## src/rtl/imem_loader_pkg.sv

```systemverilog
// rtl/imem_loader_pkg.sv - shared encodings and defaults for the instruction store loader
// Contents: loader FSM state codes, geometry defaults, the word served when the CPU must not execute.
package imem_loader_pkg;

  localparam int DEPTH_DEF       = 16;
  localparam int ADDR_W_DEF      = 4;
  localparam int SYNC_STAGES_DEF = 2;

  localparam logic [1:0] ST_RUN     = 2'd0;
  localparam logic [1:0] ST_WAIT_HI = 2'd1;
  localparam logic [1:0] ST_WAIT_LO = 2'd2;
  localparam logic [1:0] ST_FINISH  = 2'd3;

  localparam logic [15:0] NOP_WORD = 16'h0000;

endpackage

```

## src/rtl/imem_loader_sync_rise.sv

```systemverilog
// rtl/imem_loader_sync_rise.sv - multi-flop synchroniser with rising-edge detector
// Ports: clk, rst (async active-high), d (asynchronous input),
//        level (synchronised level), rise (one-cycle pulse on a synchronised 0->1).
module sync_rise #(
  parameter int SYNC_STAGES = 2
) (
  input  logic clk,
  input  logic rst,
  input  logic d,
  output logic level,
  output logic rise
);

  logic [SYNC_STAGES-1:0] sync_q;
  logic                   prev_q;

  always_ff @(posedge clk or posedge rst) begin
    if (rst) begin
      sync_q <= '0;
      prev_q <= 1'b0;
    end else begin
      sync_q <= {sync_q[SYNC_STAGES-2:0], d};
      prev_q <= sync_q[SYNC_STAGES-1];
    end
  end

  assign level = sync_q[SYNC_STAGES-1];
  assign rise  = sync_q[SYNC_STAGES-1] & ~prev_q;

endmodule

```

## src/rtl/imem_loader.sv

```systemverilog
// rtl/imem_loader.sv - writable instruction store with byte-serial program loader
// Ports: clk, rst (async active-high); load_req, byte_strobe, byte_in (asynchronous pins);
//        fetch_addr -> instruction (combinational fetch); cpu_hold, load_done, load_err,
//        word_count (loader status).
module imem_loader
  import imem_loader_pkg::*;
#(
  parameter int DEPTH       = DEPTH_DEF,
  parameter int ADDR_W      = ADDR_W_DEF,
  parameter int SYNC_STAGES = SYNC_STAGES_DEF
) (
  input  logic              clk,
  input  logic              rst,
  input  logic              load_req,
  input  logic              byte_strobe,
  input  logic [7:0]        byte_in,
  input  logic [15:0]       fetch_addr,
  output logic [15:0]       instruction,
  output logic              cpu_hold,
  output logic              load_done,
  output logic              load_err,
  output logic [ADDR_W:0]   word_count
);

  localparam logic [14:0]       DEPTH_W15 = 15'(DEPTH);
  localparam logic [ADDR_W-1:0] LAST_PTR  = ADDR_W'(DEPTH - 1);

  logic [1:0]        state;
  logic [7:0]        hi_reg;
  logic [ADDR_W-1:0] ptr;
  logic [15:0]       mem [DEPTH];

  logic req_level, req_rise;
  logic strobe_rise, strobe_level_unused;
  logic mem_we;
  logic fetch_addr_lsb_unused;

  sync_rise #(.SYNC_STAGES(SYNC_STAGES)) u_req_sync (
    .clk   (clk),
    .rst   (rst),
    .d     (load_req),
    .level (req_level),
    .rise  (req_rise)
  );

  sync_rise #(.SYNC_STAGES(SYNC_STAGES)) u_strobe_sync (
    .clk   (clk),
    .rst   (rst),
    .d     (byte_strobe),
    .level (strobe_level_unused),
    .rise  (strobe_rise)
  );

  // Abort (load_req dropped) wins over a same-cycle strobe, so the write is gated on req_level.
  assign mem_we = (state == ST_WAIT_LO) && req_level && strobe_rise;

  always_ff @(posedge clk or posedge rst) begin
    if (rst) begin
      state      <= ST_RUN;
      hi_reg     <= 8'h00;
      ptr        <= '0;
      word_count <= '0;
      load_err   <= 1'b0;
    end else begin
      case (state)
        ST_RUN: begin
          if (req_rise) begin
            state      <= ST_WAIT_HI;
            ptr        <= '0;
            word_count <= '0;
            load_err   <= 1'b0;
          end
        end
        ST_WAIT_HI: begin
          if (!req_level) begin
            state    <= ST_RUN;
            load_err <= 1'b1;
          end else if (strobe_rise) begin
            hi_reg <= byte_in;
            state  <= ST_WAIT_LO;
          end
        end
        ST_WAIT_LO: begin
          if (!req_level) begin
            state    <= ST_RUN;
            load_err <= 1'b1;
          end else if (strobe_rise) begin
            ptr        <= ptr + 1'b1;
            word_count <= word_count + 1'b1;
            state      <= (ptr == LAST_PTR) ? ST_FINISH : ST_WAIT_HI;
          end
        end
        default: state <= ST_RUN;
      endcase
    end
  end

  // Storage has no reset: a reset mid-load keeps whatever words were already written.
  always_ff @(posedge clk) begin
    if (mem_we) mem[ptr] <= {hi_reg, byte_in};
  end

  assign cpu_hold  = (state != ST_RUN);
  assign load_done = (state == ST_FINISH);

  assign fetch_addr_lsb_unused = fetch_addr[0];

  always_comb begin
    instruction = NOP_WORD;
    if (!cpu_hold && (fetch_addr[15:1] < DEPTH_W15))
      instruction = mem[fetch_addr[ADDR_W:1]];
  end

endmodule
```

## config.mk

```make
export PLATFORM = sky130hd
export DESIGN_NAME = imem_loader
export DESIGN_NICKNAME = d
export VERILOG_FILES = /design/src/rtl/imem_loader_pkg.sv /design/src/rtl/imem_loader_sync_rise.sv /design/src/rtl/imem_loader.sv
export SDC_FILE = /design/constraint.sdc
export NUM_CORES = 1
export LEC_CHECK = 0
export BUFFER_PORTS_ARGS = -buffer_cell sky130_fd_sc_hd__buf_2
export CELL_PAD_IN_SITES_DETAIL_PLACEMENT = 2
export CELL_PAD_IN_SITES_GLOBAL_PLACEMENT = 2
export CORE_MARGIN = 2
export CORE_UTILIZATION = 50
export DETAILED_ROUTE_END_ITERATION = 10
export PLACE_DENSITY_LB_ADDON = 0.3
export SYNTH_ARGS = -nofsm -noshare
export SYNTH_HDL_FRONTEND = slang
export SYNTH_SLANG_ARGS = --single-unit
export TNS_END_PERCENT = 20
```

## constraint.sdc

```tcl
create_clock -name clk -period 5.6 [get_ports clk]
set_input_delay 1.12 -clock clk [delete_from_list [all_inputs] [get_ports clk]]
set_output_delay 1.12 -clock clk [all_outputs]
set_load 0.05 [all_outputs]
```

==> impl_metrics.ini, run 1 <==
[outcome]
outcome = did not finish
stop_stage = detailed placement
stop_error = [ERROR DPL-0033] detailed placement checks failed during check placement.

[floorplan]
core.rowCount = 54
die_w_um = 153
num_io_pins = 52
die_h_um = 153
initial_core_util_pct = 50.9

[placed_design]
gp_congestion = 0.724
portBuffers = 50
hpwl_um = 17700

[yosys]
ys_warn_count = 0
ys_seq_area_share_pct = 75.1
ys.flop_type = edfxtp_1
avgSynthCellArea_sq_um = 21.2
syn_area_sq_mm = 0.0111
syn_nets = 561
ys_ff_latch = 282
async_flop_share_pct = 9.22
yosysUniqueCellTypes = 37
synth_edf_count = 256
postSynthCellCount = 524
logic make-up after synthesis:
| logic type | share of synthesized area [%] |
|---|---|
| flip-flops | 75.1 |
| multiplexers | 16.8 |
| AND/OR/NAND/NOR | 2.93 |
| AO/OA/AOI/OAI | 2.24 |
| buffers and inverters | 1.97 |
| adder cells (fa/ha/maj) | 1.01 |
per-stage QoR:
step | cells | setup WS (ns) | instance area, sq um | hold slack, ns
after global placement | 837 | 1.25 | 11600 | 0.332
after floorplan | 524 | 1.81 | 11100 | 0.331
synth_stat cells (all sizes together), types with 8 or more instances:
cell / instances / area share [%]
mux4: 64 / 13
dfrtp: 26 / 5.9
inv: 12 / 0.41
ha: 9 / 1.0
mux2i: 33 / 3.0
o22ai: 18 / 1.0
mux2: 8 / 0.81
o21ai: 9 / 0.41
and2: 14 / 0.79
buf: 22 / 1.5
nand2: 8 / 0.27
edfxtp: 256 / 69
==> run 2, diff against run 1 <==
CELL_PAD_IN_SITES_DETAIL_PLACEMENT = unset   (was 2)
CELL_PAD_IN_SITES_GLOBAL_PLACEMENT = unset   (was 2)
CORE_UTILIZATION = 35   (was 50)
PLACE_DENSITY_LB_ADDON = 0.15   (was 0.3)
==> run 2 against run 1 <==
Net effect: the run now ends clean; synthesized cell count did not move; synthesized area did not move.
==> impl_metrics.ini, run 2 <==
[yosys]
syn_area_sq_mm = 0.0111
avgSynthCellArea_sq_um = 21.2
async_flop_share_pct = 9.22
synth_common_cells = edfxtp_1 (256), mux4_2 (64), mux2i_1 (33)
ys_ff_latch = 282
synth_largest_area_cell = edfxtp_1
syn_nets = 561
ys_seq_area_share_pct = 75.1
synthTopCellsByArea = edfxtp_1 (69%), mux4_2 (13%), dfrtp_1 (5.9%)
yosysMostFrequentCell = edfxtp_1
ys_warn_count = 0
synth_edf_count = 256
yosysTopAreaCellShare_pct = 69.2
yosysUniqueCellTypes = 37
ys.flop_type = edfxtp_1
postSynthCellCount = 524

[grt]
grt_pass1_wl_um = 36400
grt_max_degree = 33
antenna_found_initial = 0
grt_usage_pct = 15.0
met2_usage_pct = 25.6
grt_pass1_vias = 5796
grt_overflow = 0
use_met3_pct = 2.63
grt_busiest_layer = met2
grtUsageMet1_pct = 20.1

[setup_path]
cp_max_fo = 32
crit_chain = buf_4, buf_4, mux4_2, mux2i_1, o22ai_1, buf_2
crit_type = in -> out
required_ns = 4.48
rr_worst_depth = 5
cp.arrival_ns = 3.09
critPathMaxStageDelay_ns = 0.52
cp-start-kind = primary input
crit_top_cell = buf_4
cp_slowest_cell = buf_4
r2r_slack_ns = 2.92
critPathCaptureType = output pin

[sta]
post-route-period-util_pct = 75.1
grt_setup_unrepaired = no
setup_violations = 0
clock.fmax_mhz = 238
worstMarginPinSlew_ns = 1.11
post-route-min-period_ns = 4.21
slew_headroom_pct = 25.9
skew_ns = 0.0147
final-hold-violation-count = 0
worst_slack_ns = 1.39
slew_violations = 0
tns_ns = 0

[route]
drt-pass1-iter-count = 6
wl_per_cell_um = 23.4
finalWirelength_um = 24100
drtAntennaViolNets = 0
viasPerCell = 5.12
drtIter0Drc = 323
drc_errors = 0
dr_total_vias = 5274

[clocking]
cts_max_path_buffers = 3
postCtsSetupRepairBufs = 0
ctsResizeCount = 0
cts.sinks = 282
clk_pin_slew_ns = 0.06
cts_tree = done
clock_latency_ns = 0.55
ctsHtreeMaxLevel = 1
hold_buffers = 0
root_buffer = clkbuf_16
cts-buffers-inserted = 30

[power_and_ir_drop]
power.total_uw = 4840
p_per_area_mw_per_mm2 = 377
p_leak_uw = 0.00434
vdd_drop_max_uv = 238

[placed_design]
hpwl_um = 14200
gp_congestion = 0.743
portBuffers = 50
pre_cts_slack_ns = 1.25

[outcome]
outcome = finished, final reports clean

[floorplan]
dieArea_sq_mm = 0.0332
die_h_um = 182
initial_core_util_pct = 35.4
num_io_pins = 52
core_area_sq_mm = 0.0314
die_w_um = 182
core.rowCount = 65

[final_layout]
syn2layout_area_growth_pct = 15.5
largest_reg_flops = 256
drive_gt1_share_pct = 31.1
final_common_cell = edfxtp_1
final_cell_mix = edfxtp_1 (256), mux4_2 (64), buf_2 (49), mux2i_1 (33), clkbuf_16 (30)
n_antenna_cell = 0
layout.nets = 642

[worst_hold_path]
hold_depth = 0
hold_path.class = reg -> reg

[run]
maxCapViolCount = 0
[run 2: cell counts after synthesis]
No cell type changed its count.
[run 2: critical path, delay by kind of cell]
| family | cells | cell delay (ns) |
|---|---|---|
| compound gates | 1 | 0.15 |
| mux | 2 | 0.72 |
| buf+inv | 3 | 1.07 |
[run 2: final timing paths]
path                                      start                   end
setup / recovery                  fetch_addr[2]        instruction[7]
hold reg to reg            u_req_sync.sync_q[0]  u_req_sync.sync_q[1]
setup reg to reg           u_strobe_sync.prev_q           mem[11][15]
min in group asynchronous                   rst         word_count[1]
hold / removal             u_req_sync.sync_q[0]  u_req_sync.sync_q[1]
max in group asynchronous                   rst             hi_reg[1]
[run 2: cell families after synthesis]
logic type,share of synthesized area [%]
DFF,75.1
muxes,16.8
and+or+nand+nor,2.93
AOI/OAI and AO/OA,2.24
buffers and inverters,1.97
adders and majority gates,1.01
[run 2: area by class of cell]
cell class | instances | area [sq um]
well taps | 402 | 503
flip-flops and latches | 282 | 8340
multi-input cells | 205 | 2560
inverters | 12 | 45.0
clock buffers | 46 | 841
fillers | 2798 | 18600
repair buffers | 74 | 458
clock inverters | 9 | 80.1
[run 2: through the flow]
step | cell area [sq um] | util (%) | hold slack, ns | cells
global placement | 11900 | 37.9 | 0.334 | 975
detailed placement | 11900 | 37.9 | 0.340 | 975
floorplan | 11100 | - | 0.331 | 524
CTS | 12800 | 40.9 | 0.356 | 1030
finish | 12800 | 40.9 | 0.351 | 1030
global route | 12800 | 40.9 | 0.369 | 1030
[run 2: where the power goes]
part	leakage [uW]	switching (uW)	total (uW)	internal (uW)
clock network	0.000444	766	1840	1070
registers	0.00263	153	2640	2490
logic	0.00127	214	356	142
total	0.00434	1130	4840	3700
[run 2: per-layer routing]
layer  wire length (um)  share of wire [%]
met5                  0                  0
met4                487                2.0
met3               1070                4.4
met2              11900                 49
met1              10600                 44
Note: power is estimated with default switching activity, not from simulation.
